[config.mk]
export PLATFORM = sky130hd
export DESIGN_NAME = twofish_subkey_store
export DESIGN_NICKNAME = d
export VERILOG_FILES = /design/src/rtl/twofish_pkg.sv /design/src/rtl/func_h.sv /design/src/rtl/twofish_subkey_store.sv
export SDC_FILE = /design/constraint.sdc
export NUM_CORES = 2
export LEC_CHECK = 0
export ABC_CLOCK_PERIOD_IN_PS = 14200
export BUFFER_PORTS_ARGS = -buffer_cell sky130_fd_sc_hd__buf_4
export CORE_ASPECT_RATIO = 0.9
export CORE_UTILIZATION = 25
export CTS_BUF_LIST = sky130_fd_sc_hd__clkbuf_4
export CTS_CLUSTER_DIAMETER = 80
export DETAILED_ROUTE_END_ITERATION = 8
export PLACE_DENSITY = 0.37
export RECOVER_POWER = 100
export SYNTH_ARGS = -nofsm -noshare
export SYNTH_HDL_FRONTEND = slang
export SYNTH_SLANG_ARGS = --single-unit
[constraint.sdc]
create_clock -name clk_i -period 14.2 [get_ports clk_i]
set_clock_uncertainty 0.15 [all_clocks]
set_input_delay 1.42 -clock clk_i [delete_from_list [all_inputs] [get_ports clk_i]]
set_output_delay 1.42 -clock clk_i [all_outputs]
set_load 0.02 [all_outputs]
[src/rtl/twofish_pkg.sv]
// Shared Twofish key-schedule definitions.
// Holds subkey file geometry, the key-store FSM encoding and the byte-level
// primitives (q0/q1 permutations, GF(2^8) multiply over x^8+x^6+x^5+x^3+1,
// and the MDS matrix) that func_h is built from.
package twofish_pkg;

  localparam int NUM_SUBKEYS = 40;
  localparam int NUM_PAIRS   = 20;
  localparam int NUM_ROUNDS  = 16;
  localparam int WK_BASE_IN  = 0;
  localparam int WK_BASE_OUT = 4;
  localparam int RK_BASE     = 8;

  typedef enum logic [1:0] {
    IDLE = 2'd0,
    GEN  = 2'd1,
    DONE = 2'd2
  } ks_state_e;

  // Nibble tables t0..t3 for q0 and q1.
  localparam logic [3:0] Q0_T0 [16] = '{4'h8,4'h1,4'h7,4'hD,4'h6,4'hF,4'h3,4'h2,4'h0,4'hB,4'h5,4'h9,4'hE,4'hC,4'hA,4'h4};
  localparam logic [3:0] Q0_T1 [16] = '{4'hE,4'hC,4'hB,4'h8,4'h1,4'h2,4'h3,4'h5,4'hF,4'h4,4'hA,4'h6,4'h7,4'h0,4'h9,4'hD};
  localparam logic [3:0] Q0_T2 [16] = '{4'hB,4'hA,4'h5,4'hE,4'h6,4'hD,4'h9,4'h0,4'hC,4'h8,4'hF,4'h3,4'h2,4'h4,4'h7,4'h1};
  localparam logic [3:0] Q0_T3 [16] = '{4'hD,4'h7,4'hF,4'h4,4'h1,4'h2,4'h6,4'hE,4'h9,4'hB,4'h3,4'h0,4'h8,4'h5,4'hC,4'hA};
  localparam logic [3:0] Q1_T0 [16] = '{4'h2,4'h8,4'hB,4'hD,4'hF,4'h7,4'h6,4'hE,4'h3,4'h1,4'h9,4'h4,4'h0,4'hA,4'hC,4'h5};
  localparam logic [3:0] Q1_T1 [16] = '{4'h1,4'hE,4'h2,4'hB,4'h4,4'hC,4'h3,4'h7,4'h6,4'hD,4'hA,4'h5,4'hF,4'h9,4'h0,4'h8};
  localparam logic [3:0] Q1_T2 [16] = '{4'h4,4'hC,4'h7,4'h5,4'h1,4'h6,4'h9,4'hA,4'h0,4'hE,4'hD,4'h8,4'h2,4'hB,4'h3,4'hF};
  localparam logic [3:0] Q1_T3 [16] = '{4'hB,4'h9,4'h5,4'h1,4'hC,4'h3,4'hD,4'hE,4'h6,4'h4,4'h7,4'hF,4'h2,4'h0,4'h8,4'hA};

  function automatic logic [3:0] ror4(input logic [3:0] v);
    return {v[0], v[3:1]};
  endfunction

  // sel=0 -> q0, sel=1 -> q1. Two mixing rounds of 4-bit table lookups.
  function automatic logic [7:0] q_perm(input logic sel, input logic [7:0] x);
    logic [3:0] a0, b0, a1, b1, a2, b2, a3, b3, a4, b4;
    a0 = x[7:4];
    b0 = x[3:0];
    a1 = a0 ^ b0;
    b1 = a0 ^ ror4(b0) ^ {a0[0], 3'b000};
    a2 = sel ? Q1_T0[a1] : Q0_T0[a1];
    b2 = sel ? Q1_T1[b1] : Q0_T1[b1];
    a3 = a2 ^ b2;
    b3 = a2 ^ ror4(b2) ^ {a2[0], 3'b000};
    a4 = sel ? Q1_T2[a3] : Q0_T2[a3];
    b4 = sel ? Q1_T3[b3] : Q0_T3[b3];
    return {b4, a4};
  endfunction

  // GF(2^8) multiply, reduction polynomial 0x169.
  function automatic logic [7:0] gf_mul(input logic [7:0] a, input logic [7:0] b);
    logic [7:0] acc, p;
    acc = '0;
    p   = a;
    for (int i = 0; i < 8; i++) begin
      if (b[i]) acc = acc ^ p;
      p = {p[6:0], 1'b0} ^ (p[7] ? 8'h69 : 8'h00);
    end
    return acc;
  endfunction

  // MDS multiply; byte 0 of y/z is the least significant byte.
  function automatic logic [31:0] mds(input logic [31:0] y);
    logic [7:0] y0, y1, y2, y3, z0, z1, z2, z3;
    {y3, y2, y1, y0} = y;
    z0 = y0                ^ gf_mul(8'hEF, y1) ^ gf_mul(8'h5B, y2) ^ gf_mul(8'h5B, y3);
    z1 = gf_mul(8'h5B, y0) ^ gf_mul(8'hEF, y1) ^ gf_mul(8'hEF, y2) ^ y3;
    z2 = gf_mul(8'hEF, y0) ^ gf_mul(8'h5B, y1) ^ y2                ^ gf_mul(8'hEF, y3);
    z3 = gf_mul(8'hEF, y0) ^ y1                ^ gf_mul(8'hEF, y2) ^ gf_mul(8'h5B, y3);
    return {z3, z2, z1, z0};
  endfunction

endpackage

[src/rtl/func_h.sv]
// func_h: one Twofish key-schedule step for a 128-bit key (k=2).
// Given the key words {M0,M1,M2,M3} and pair index a, produces
//   A = h(2a*rho, {M0,M2}),  B = ROL(h((2a+1)*rho, {M1,M3}), 8)
//   k_even = A + B,          k_odd = ROL(A + 2B, 9)
// Ports: key_i (128), a_i (5) in; k_even_o, k_odd_o (32) out. Purely combinational.
module func_h
  import twofish_pkg::*;
(
  input  logic [127:0] key_i,
  input  logic [4:0]   a_i,
  output logic [31:0]  k_even_o,
  output logic [31:0]  k_odd_o
);

  // Key-dependent S-box stage chain followed by MDS; l0/l1 are the two key words.
  function automatic logic [31:0] h_fn(input logic [7:0] xb, input logic [31:0] l0,
                                       input logic [31:0] l1);
    logic [7:0] y0, y1, y2, y3;
    y0 = q_perm(1'b1, q_perm(1'b0, q_perm(1'b0, xb) ^ l1[7:0])   ^ l0[7:0]);
    y1 = q_perm(1'b0, q_perm(1'b0, q_perm(1'b1, xb) ^ l1[15:8])  ^ l0[15:8]);
    y2 = q_perm(1'b1, q_perm(1'b1, q_perm(1'b0, xb) ^ l1[23:16]) ^ l0[23:16]);
    y3 = q_perm(1'b0, q_perm(1'b1, q_perm(1'b1, xb) ^ l1[31:24]) ^ l0[31:24]);
    return mds({y3, y2, y1, y0});
  endfunction

  logic [31:0] m0, m1, m2, m3;
  logic [31:0] h_a, h_b, b_rot, a_2b;

  assign {m0, m1, m2, m3} = key_i;

  // All four input bytes equal, so h only needs the single byte value.
  assign h_a   = h_fn({2'b00, a_i, 1'b0}, m0, m2);
  assign h_b   = h_fn({2'b00, a_i, 1'b1}, m1, m3);
  assign b_rot = {h_b[23:0], h_b[31:24]};
  assign a_2b  = h_a + {b_rot[30:0], 1'b0};

  assign k_even_o = h_a + b_rot;
  assign k_odd_o  = {a_2b[22:0], a_2b[31:23]};

endmodule

[src/rtl/twofish_subkey_store.sv]
// twofish_subkey_store: sequential Twofish subkey generator and key server.
// On start, captures the user key and walks a = 0..19 through one func_h,
// writing K[2a]/K[2a+1] each cycle into a 40x32 register file. Once ready,
// serves round key pairs (registered, 1-cycle latency) and whitening keys
// (combinational) in encrypt or reversed decrypt order.
// Ports:
//   clk_i, rst_ni            clock, async active-low reset
//   start_i, key_i[127:0]    generation request and key {M0,M1,M2,M3}
//   busy_o, ready_o          generation running / all subkeys valid
//   rd_en_i, rd_dec_i,
//   rd_round_i[3:0]          round-key read request, order, logical round
//   rd_valid_o,
//   rd_k0_o, rd_k1_o[31:0]   registered round key pair
//   wk_in_o, wk_out_o[127:0] whitening keys, qualify with ready_o
module twofish_subkey_store
  import twofish_pkg::*;
(
  input  logic         clk_i,
  input  logic         rst_ni,
  input  logic         start_i,
  input  logic [127:0] key_i,
  output logic         busy_o,
  output logic         ready_o,
  input  logic         rd_en_i,
  input  logic         rd_dec_i,
  input  logic [3:0]   rd_round_i,
  output logic         rd_valid_o,
  output logic [31:0]  rd_k0_o,
  output logic [31:0]  rd_k1_o,
  output logic [127:0] wk_in_o,
  output logic [127:0] wk_out_o
);

  localparam logic [4:0] LAST_PAIR = 5'(NUM_PAIRS - 1);

  ks_state_e                         state_q;
  logic [4:0]                        a_q;
  logic [127:0]                      key_q;
  logic                              busy_q, ready_q;
  logic [NUM_SUBKEYS-1:0][31:0]      file_q;
  logic                              rd_valid_q;
  logic [31:0]                       rd_k0_q, rd_k1_q;

  logic [31:0] k_even, k_odd;

  func_h u_func_h (
    .key_i    (key_q),
    .a_i      (a_q),
    .k_even_o (k_even),
    .k_odd_o  (k_odd)
  );

  // Control FSM. start is only honoured outside GEN, so a running
  // generation can never be disturbed mid-way.
  always_ff @(posedge clk_i or negedge rst_ni) begin
    if (!rst_ni) begin
      state_q <= IDLE;
      a_q     <= '0;
      key_q   <= '0;
      busy_q  <= 1'b0;
      ready_q <= 1'b0;
    end else begin
      case (state_q)
        IDLE, DONE: begin
          if (start_i) begin
            key_q   <= key_i;
            a_q     <= '0;
            busy_q  <= 1'b1;
            ready_q <= 1'b0;
            state_q <= GEN;
          end
        end
        GEN: begin
          // a stays at the last pair so the write index can never pass K39.
          if (a_q == LAST_PAIR) begin
            busy_q  <= 1'b0;
            ready_q <= 1'b1;
            state_q <= DONE;
          end else begin
            a_q <= a_q + 5'd1;
          end
        end
        default: state_q <= IDLE;
      endcase
    end
  end

  // Subkey file: one even/odd pair written per GEN cycle.
  always_ff @(posedge clk_i or negedge rst_ni) begin
    if (!rst_ni) begin
      file_q <= '0;
    end else if (state_q == GEN) begin
      file_q[{a_q, 1'b0}] <= k_even;
      file_q[{a_q, 1'b1}] <= k_odd;
    end
  end

  // Decrypt walks the rounds backwards: r' = 15 - r.
  logic [3:0] rd_r;
  logic [5:0] rd_idx0, rd_idx1;

  assign rd_r    = rd_dec_i ? (4'(NUM_ROUNDS - 1) - rd_round_i) : rd_round_i;
  assign rd_idx0 = 6'(RK_BASE) + {1'b0, rd_r, 1'b0};
  assign rd_idx1 = rd_idx0 | 6'd1;

  // Data registers only load on an accepted read; otherwise they hold.
  always_ff @(posedge clk_i or negedge rst_ni) begin
    if (!rst_ni) begin
      rd_valid_q <= 1'b0;
      rd_k0_q    <= '0;
      rd_k1_q    <= '0;
    end else begin
      rd_valid_q <= rd_en_i & ready_q;
      if (rd_en_i && ready_q) begin
        rd_k0_q <= file_q[rd_idx0];
        rd_k1_q <= file_q[rd_idx1];
      end
    end
  end

  logic [127:0] wk_lo, wk_hi;

  assign wk_lo = {file_q[WK_BASE_IN],  file_q[WK_BASE_IN+1],
                  file_q[WK_BASE_IN+2], file_q[WK_BASE_IN+3]};
  assign wk_hi = {file_q[WK_BASE_OUT],  file_q[WK_BASE_OUT+1],
                  file_q[WK_BASE_OUT+2], file_q[WK_BASE_OUT+3]};

  assign wk_in_o    = rd_dec_i ? wk_hi : wk_lo;
  assign wk_out_o   = rd_dec_i ? wk_lo : wk_hi;
  assign busy_o     = busy_q;
  assign ready_o    = ready_q;
  assign rd_valid_o = rd_valid_q;
  assign rd_k0_o    = rd_k0_q;
  assign rd_k1_o    = rd_k1_q;

endmodule

==> run_results.csv <==
group,metric,value,unit
global_route,antenna_found_initial,19,
final_layout,nets,10970,
route,route.detailed.drc,144,
clock_tree,path_clk_slew,0.07,ns
timing,drv_slew,1821,
timing,rsz0062_at_grt,"true",
die,die_area,384800,sq um
logic_synthesis,yosysTopAreaCell,"dfrtp_1",
logic_synthesis,synth_seq_area_share,38.80,%
timing,tns,0,ns
setup_path,cpMostUsedCell,"ha_1",
die,ios,460,
final_layout,final_core_util,29.55,%
timing,post-route-min-period,13.52,ns
global_route,grt_max_degree,157,
clock_tree,clk_latency,1.43,ns
final_layout,drive_gt1_share,21.43,%
placed_design,gp_congestion,0.8335,
logic_synthesis,ys_ff_latch,1482,
setup_path,max_stage_delay,0.57,ns
placed_design,dp.cells,15050,
logic_synthesis,syn_area_per_cell,9.668,sq um
timing,setup_viol,0,
final_layout,final_cells,15950,
logic_synthesis,synth_nets,10330,
logic_synthesis,netlist.area_leader.share,38.80,%
setup_path,path_max_fanout,20,
logic_synthesis,async_reset_ff_share,100.0,%
setup_path,worst-setup-path-type,"register to register",
logic_synthesis,synth_edf_count,0,
setup_path,critPathRequiredTime,15.34,ns
clock_tree,cts-buffers-inserted,428,
clock_tree,clkSinkCount,1482,
final_layout,nFillCells,40170,
route,ant_nets,0,
logic_synthesis,yosys-top-cells-count,"nand2_1, dfrtp_1, o21ai_0",
die,die_y,588.6,um
route,vias_per_cell,4.803,
clock_tree,cts_max_level,5,
route,vias,76600,
clock_tree,cts_tree,"done",
status,violations,"design-rule violations, max-capacitance violations, max-slew violations",
timing,hold_ws,0.2049,ns
global_route,grtUsageTotal,17.95,%
route,wire_per_inst,22.09,um
global_route,grt_first_pass_wirelength,523400,um
setup_path,cp-start-kind,"register",
final_layout,syn_to_final_growth,17.73,%
setup_path,cpMaxStageDelayCell,"mux4_2",
timing,hold_viol_final,0,
min_path,min_path_type,"input pin to register",
logic_synthesis,synth_flop_cell,"dfrtp_1",
die,start_util,25.09,%
route,dr.pass1.iters,7,
die,coreArea,380900,sq um
placed_design,io_buffers,459,
route,wl,352300,um
logic_synthesis,syn_area,95590,sq um
route,drt_iter0_markers,5017,
timing,period_share,95.19,%
logic_synthesis,syn_inst,9887,
die,die_width,653.8,um
global_route,grt_pass1_vias,77310,
logic_synthesis,synth_area_leaders,"dfrtp_1, mux4_2, nand2_1",
status,status,"finished with violations",
global_route,grt_overflow,0,
setup_path,crit_path_end_kind,"register",
clock_tree,cts_buffer_depth,4,
logic_synthesis,synth-warning-count,0,
timing,relSlewSlack,-458.6,%
timing,worst_pin_slew,8.379,ns
job,max_cap_viol_count,30,
logic_synthesis,ys_types,138,
setup_path,cp.arrival,14.66,ns
die,rows,215,
logic_synthesis,synth_most_common_cell,"nand2_1",
clock_tree,clockRootBuffer,"clkbuf_4",
timing,clock.fmax,73.98,MHz
placed_design,post-dp-hpwl,238800,um
[layout by cell type (no fill, tap or decap), types with 127 or more instances in the layout]
cell type,Yosys,final
a21oi_1,165,155
buf_4,10,446
clkbuf_1,537,276
clkbuf_4,0,627
dfrtp_1,1482,1481
dlygate4sd3_1,0,127
ha_1,303,302
inv_1,210,209
mux2_2,378,305
mux2i_1,155,144
mux4_2,413,413
nand2_1,2453,2436
nand3_1,145,142
nor2_1,320,300
o21ai_0,1009,1005
xnor2_1,430,351
xor2_1,214,163
[critical path: cells and delay by family, from the launching register on]
family          cells  cell delay [ns]
simple gates        6             1.54
xor+xnor           11             3.01
flops               1             0.50
fa+ha+maj           7             2.27
mux                 3             1.12
compound gates     14             3.40
buf+inv             8             1.40
[cell type report]
| class | instances | area (sq um) | area share, % |
|---|---|---|---|
| timing repair buffer | 867 | 5863 | 5.210 |
| tap | 5099 | 6380 | 5.669 |
| antenna | 7 | 17.52 | 0.01556 |
| clock buffer | 626 | 4700 | 4.176 |
| inverter | 226 | 850.8 | 0.7560 |
| clock inverter | 120 | 641.9 | 0.5703 |
| sequential | 1482 | 37090 | 32.95 |
| multi-input combinational | 7521 | 57000 | 50.65 |
[path summary, 6_finish.rpt]
path	startpoint	endpoint	slack (ns)	cells past startpoint
setup / recovery	a_q[4]$_DFFE_PN0P_	file_q[1244]$_DFFE_PN0P_	0.68	49
setup reg to reg	a_q[4]$_DFFE_PN0P_	file_q[1244]$_DFFE_PN0P_	0.68	49
min in group asynchronous	rst_ni	file_q[26]$_DFFE_PN0P_	3.58	2
hold reg to reg	file_q[953]$_DFFE_PN0P_	file_q[953]$_DFFE_PN0P_	0.32	2
hold / removal	key_i[88]	key_q[88]$_DFFE_PN0P_	0.20	3
max in group asynchronous	rst_ni	a_q[2]$_DFFE_PN0P_	2.19	5
[routing by layer]
metal  wire length, um  global-route usage [%]  up-vias  share of wire [%]
met1            161700                   24.28    38190                 46
met3             13670                   2.189      511                3.9
met5                90                       0        -              0.026
met4              9090                   4.795       12                2.6
met2            167700                   30.18     1727                 48
li1                  -                       -    36160                  -
[sequential cells by signal (all words and copies together), names as in the netlist]
name and flops:
a_q 5, busy_o 1, file_q 1280, key_q 128
rd_k0_o 32, rd_k1_o 32, rd_valid_o 1, ready_o 1
state_q 2
[cells by family after synthesis]
family,share of synthesized area [%]
AO/OA/AOI/OAI,12.95
XOR/XNOR,9.115
adder cells (fa/ha/maj),4.071
buffers and inverters,3.644
flip-flops,38.80
multiplexers,16.06
AND/OR/NAND/NOR,15.36
[per-stage QoR]
step           instance area, sq um  worst slack [ns]
2_1_floorplan                 95590             1.669
3_3_place_gp                 105500           -0.1423
3_5_place_dp                 105500           -0.2544
4_1_cts                      112100           0.01009
5_1_grt                      112500          -0.09332
6_report                     112500            0.6825
[what timing repair did]
| action | CTS | global route |
|---|---|---|
| endpoints found under the setup margin | 259 | 838 |
| hold buffers | 127 | 0 |
| pin swaps | 0 | 19 |
| cloned | 0 | 0 |
| resized for setup | 11 | 203 |
| setup buffers | 0 | 22 |
| endpoints found under the hold margin | 254 | 0 |
Power is not shown: default switching activity piles up to over one toggle a cycle in this logic, so the estimate is an artifact.
